<file path="config.mk">
export PLATFORM = sky130hd
export DESIGN_NAME = regfile_mp
export DESIGN_NICKNAME = d
export VERILOG_FILES = /design/src/rtl/regfile_mp.sv
export SDC_FILE = /design/constraint.sdc
export NUM_CORES = 2
export LEC_CHECK = 0
export ABC_AREA = 1
export BUFFER_PORTS_ARGS = -buffer_cell sky130_fd_sc_hd__buf_2
export CAP_MARGIN = 20
export CORE_UTILIZATION = 25
export CTS_BUF_LIST = sky130_fd_sc_hd__clkbuf_8
export CTS_CLUSTER_DIAMETER = 200
export CTS_CLUSTER_SIZE = 16
export DETAILED_ROUTE_END_ITERATION = 10
export GPL_TIMING_DRIVEN = 0
export PLACE_DENSITY = 0.36
export SETUP_SLACK_MARGIN = 0.2
export SLEW_MARGIN = 40
export SYNTH_ARGS = -nofsm -noshare
export SYNTH_HDL_FRONTEND = slang
export SYNTH_SLANG_ARGS = --single-unit
</file>
<file path="constraint.sdc">
create_clock -name clk -period 2.7 [get_ports clk]
set_input_delay 0.27 -clock clk [delete_from_list [all_inputs] [get_ports clk]]
set_output_delay 0.27 -clock clk [all_outputs]
set_load 0.03 [all_outputs]
</file>
<file path="src/rtl/regfile_mp.sv">
// Multi-port register file with two write ports, optional write-to-read
// bypass and a per-register pending scoreboard for RAW hazard detection.
module regfile_mp #(
  parameter int DATA_W   = 32,
  parameter int ADDR_W   = 5,
  parameter int NRD      = 2,
  parameter int BYPASS   = 1,
  parameter int ZERO_REG = 1
) (
  input  logic                  clk,
  input  logic                  rst_n,
  input  logic [NRD*ADDR_W-1:0] rd_addr,
  output logic [NRD*DATA_W-1:0] rd_data,
  output logic [NRD-1:0]        rd_busy,
  input  logic                  wa_en,
  input  logic [ADDR_W-1:0]     wa_addr,
  input  logic [DATA_W-1:0]     wa_data,
  input  logic                  wb_en,
  input  logic [ADDR_W-1:0]     wb_addr,
  input  logic [DATA_W-1:0]     wb_data,
  input  logic                  rsv_en,
  input  logic [ADDR_W-1:0]     rsv_addr
);

  localparam int NREGS = 2 ** ADDR_W;

  logic [DATA_W-1:0] mem_s [NREGS];
  logic [NREGS-1:0]  pend_s;

  function automatic logic port_hit(input logic en,
                                    input logic [ADDR_W-1:0] a,
                                    input logic [ADDR_W-1:0] b);
    return en && (a == b);
  endfunction

  for (genvar r = 0; r < NREGS; r++) begin : g_entry
    localparam logic [ADDR_W-1:0] R_ADDR = ADDR_W'(r);
    localparam bit HARD_ZERO = (ZERO_REG != 0) && (r == 0);

    logic [DATA_W-1:0] val_r;
    logic              pend_r;
    logic              wa_hit_s;
    logic              wb_hit_s;
    logic              rsv_hit_s;

    assign wa_hit_s  = port_hit(wa_en, wa_addr, R_ADDR);
    assign wb_hit_s  = port_hit(wb_en, wb_addr, R_ADDR);
    assign rsv_hit_s = port_hit(rsv_en, rsv_addr, R_ADDR);

    // Entry storage and pending bit; port B wins a write collision and a
    // reservation outranks a same-cycle writeback.
    always_ff @(posedge clk or negedge rst_n) begin
      if (!rst_n) begin
        val_r  <= {DATA_W{1'b0}};
        pend_r <= 1'b0;
      end else if (HARD_ZERO) begin
        val_r  <= {DATA_W{1'b0}};
        pend_r <= 1'b0;
      end else begin
        if (wb_hit_s) begin
          val_r <= wb_data;
        end else if (wa_hit_s) begin
          val_r <= wa_data;
        end else begin
          val_r <= val_r;
        end
        if (rsv_hit_s) begin
          pend_r <= 1'b1;
        end else if (wa_hit_s || wb_hit_s) begin
          pend_r <= 1'b0;
        end else begin
          pend_r <= pend_r;
        end
      end
    end

    assign mem_s[r]  = val_r;
    assign pend_s[r] = pend_r;
  end

  for (genvar i = 0; i < NRD; i++) begin : g_rd
    logic [ADDR_W-1:0] addr_s;
    logic [DATA_W-1:0] data_s;
    logic              busy_s;

    assign addr_s = rd_addr[i*ADDR_W +: ADDR_W];

    // Read mux: a bypassed in-flight producer also clears the busy flag.
    always_comb begin
      data_s = mem_s[addr_s];
      busy_s = pend_s[addr_s];
      if ((ZERO_REG != 0) && (addr_s == {ADDR_W{1'b0}})) begin
        data_s = {DATA_W{1'b0}};
        busy_s = 1'b0;
      end else if ((BYPASS != 0) && port_hit(wb_en, wb_addr, addr_s)) begin
        data_s = wb_data;
        busy_s = 1'b0;
      end else if ((BYPASS != 0) && port_hit(wa_en, wa_addr, addr_s)) begin
        data_s = wa_data;
        busy_s = 1'b0;
      end else begin
        data_s = mem_s[addr_s];
        busy_s = pend_s[addr_s];
      end
    end

    assign rd_data[i*DATA_W +: DATA_W] = data_s;
    assign rd_busy[i]                  = busy_s;
  end

endmodule

</file>
==> results_dict.tcl <==
set metrics [dict create \
    placed_cell_area_um2 77300 \
    post-place-cells 14745 \
    critPathArrivalTime_ns 2.83 \
    run_status "complete, but fails checks" \
    insertion_delay_ns 1.00 \
    whs_endpoint "g_entry[12].val_r[12]" \
    cts_made_buffers 73 \
    netlist_area_um2 69300 \
    instances_no_fill 15061 \
    critPathKind "primary input to output port" \
    critPathRequiredTime_ns 2.43 \
    cellPowerDensity_nw_per_um2 608 \
    syn-instance-count 10835 \
    first_pass_iters 7 \
    drc 0 \
    ys_types 32 \
    postSynthAreaPerCell_um2 6.39 \
    yosysSeqAreaShare_pct 37.0 \
    fin_crit_ns 3.10 \
    vias 91884 \
    ant_nets 0 \
    hpwl_um 508000 \
    n_fill_cell 30167 \
    layout-drive-gt1-share_pct 18.5 \
    syn-num-nets 10929 \
    wire_per_inst_um 43.9 \
    routed_wl_um 662000 \
    cp-end-kind "output port" \
    layout_setup_ws_ns -0.403 \
    finalClockSkew_ns 0 \
    cts_tree "built" \
    core.rowCount 192 \
    setup_viol 66 \
    vias_per_cell 6.10 \
    fmaxAchievable_mhz 322 \
    power_uw 53000 \
    drtIter0Drc 14189 \
    grt_usage_pct 45.9 \
    core_um2 275000 \
    portBuffers 143 \
    rsz0062_at_grt "true" \
    violations "setup timing" \
    critPathLaunchType "primary input" \
    worst_pin_slew_ns 1.04 \
    ys_warn_count 0 \
    rr_endpoint "g_entry[2].pend_r" \
    hold_start "wb_addr[3]" \
    max-vdd-ir-drop_uv 379 \
    ys_seq_elements 1023 \
    cts_max_level 3 \
    place_congestion 1.05 \
    fin_area_um2 87200 \
    worst-path-max-fanout 10 \
    grt_pass1_wl_um 843000 \
    cts.path.max_buffers 3 \
    p_leak_uw 0.0404 \
    cts_root_buffer "clkbuf_8" \
    final_util_pct 31.8 \
    clkSinkCount 1023 \
    grt_overflow 0 \
    slew-limit-headroom_pct 30.7 \
    die_width_um 528 \
    fin_nets 11397 \
    tns_ns -9.43 \
    dieArea_um2 279000 \
    antenna_found_initial 122 \
    min_path_type "primary input to flip-flop" \
    hold_viol 0 \
    fp.dieH_um 528 \
    grt_pass1_vias 83811 \
    io_pins 160 \
    maxCapViolCount 0 \
    rr_startpoint "g_entry[2].pend_r" \
    reg2reg_slack_ns 1.35 \
    hold_depth 5 \
    worst_r2r_path_depth 2 \
    min_period_over_period_pct 115 \
    start_util_pct 25.2 \
    clk_pin_slew_ns 0.18 \
    grt_max_degree 91 \
    slew_viol_final 0 \
    syn_to_final_growth_pct 25.9 \
]
layer usage:
layer / wire, um / vias to the layer above / GRT usage [%]
li1: - / 36752 / -
met1: 250000 / 45838 / 55.4
met2: 276000 / 7201 / 67.6
met3: 75200 / 2061 / 14.6
met4: 60500 / 32 / 35.0
met5: 357 / - / 0
sequential cells by signal (all words and copies together) (netlist names):
| name | flops |
|---|---|
| g_entry.val_r | 992 |
| g_entry.pend_r | 31 |
critical path: stages:
cell,delay [ns]
clkbuf_4,0.20
inv_6,0.22
clkbuf_4,0.31
clkbuf_2,0.49
nand3_1,0.14
nand3_1,0.11
nand3_2,0.10
nand3_4,0.15
nand3_4,0.10
a21oi_4,0.49
buf_6,0.21
how the worst max path moves through the flow:
| stage | start | depth (start not counted) | to |
|---|---|---|---|
| global route | rd_addr[5] | 10 | rd_data[47] |
| detailed placement | rd_addr[4] | 9 | rd_data[16] |
| CTS | g_entry[1].val_r[31] | 11 | rd_data[31] |
| finish | rd_addr[1] | 11 | rd_data[15] |
| global placement | rst_n | 1 | g_entry[7].val_r[24] |
| floorplan | rd_addr[5] | 9 | rd_data[44] |
cell type report:
class | count | area (um2) | share of cell area (%)
Antenna cell | 67 | 168 | 0.192
Buffer | 1038 | 6200 | 7.11
Clock buffer | 78 | 1070 | 1.23
Clock inverter | 2 | 12.5 | 0.0144
Inverter | 983 | 3750 | 4.30
Multi-Input combinational cell | 7791 | 40900 | 46.9
Sequential cell | 1023 | 25600 | 29.4
Tap cell | 3686 | 4610 | 5.29
Timing Repair Buffer | 393 | 4870 | 5.58
power breakdown:
group          internal [uW]  leakage (uW)  switching [uW]  total (uW)
Combinational           6630        0.0277           15800       22400
Clock                   2600      0.000571            7090        9690
Sequential             19400        0.0121            1520       20900
Total                  28600        0.0404           24400       53000
kinds of logic (layout without fill, tap and decap cells):
kind of cell	count (synthesis)	after routing	synth area share, %
compound gates	2614	2614	20.0
simple gates	5177	5177	31.6
flops	1023	1023	37.0
other cells	0	67	0
buf+inv	2021	2494	11.4
through the flow:
stage / hold WS (ns) / setup WS [ns]
6_report: 0.0657 / -0.403
5_1_grt: 0.0557 / -0.403
4_1_cts: 0.00135 / -0.200
3_5_place_dp: 0.186 / -2.05
3_3_place_gp: 0.491 / -25.72
2_1_floorplan: -0.0256 / 0.529
Yosys cell counts:
master	count	area share, %
o22ai_1	372	3.4
a32o_1	7	0.10
nor2_1	683	3.7
and3_1	1	0.0090
dfrtp_1	1023	37
buf_2	212	1.5
nand2_1	2630	14
buf_4	5	0.054
o311ai_0	6	0.076
a22o_1	2	0.025
o21ai_1	50	0.36
a21oi_1	101	0.73
o211ai_1	3	0.033
buf_1	83	0.45
or2_2	2	0.018
clkbuf_2	1	0.0072
clkinv_1	2	0.011
nand3_1	1825	13
buf_6	2	0.033
nor2_2	4	0.036
nor3_1	4	0.029
nand4_1	1	0.0090
clkbuf_1	735	4.0
o21ai_0	2008	15
or3_1	1	0.0090
inv_1	946	5.1
inv_2	35	0.19
o221ai_1	64	0.81
nand3_2	3	0.043
o32ai_1	1	0.013
nand2_2	4	0.036
nor2_4	19	0.31
what timing repair did:
action / CTS / global route
hold buffers: 98 / 1
gates cloned: 0 / 1
setup endpoints to repair: 66 / 137
gates resized for setup: 1148 / 552
buffers inserted: 31 / 36
hold endpoints to repair: 744 / 2
pin swaps: 164 / 317
placed cells by master, fill, tap and decap left out, types with 9 or more instances in the layout:
cell type,Yosys,routed
a21oi_1,101,33
a21oi_2,0,21
a21oi_4,0,47
buf_1,83,12
buf_12,0,11
buf_16,0,74
buf_2,212,267
buf_4,5,138
buf_6,2,89
buf_8,0,17
clkbuf_1,735,164
clkbuf_2,1,403
clkbuf_4,0,120
clkbuf_8,0,125
dfrtp_1,1023,1023
diode_2,0,67
dlygate4sd3_1,0,84
inv_1,946,868
inv_2,35,99
inv_4,0,9
nand2_1,2630,2504
nand2_2,4,128
nand3_1,1825,1339
nand3_2,3,261
nand3_4,0,228
nor2_1,683,673
nor2_2,4,12
nor2_4,19,21
o21ai_0,2008,1986
o21ai_1,50,71
o221ai_1,64,64
o22ai_1,372,372
(Power assumes the default switching activity.)
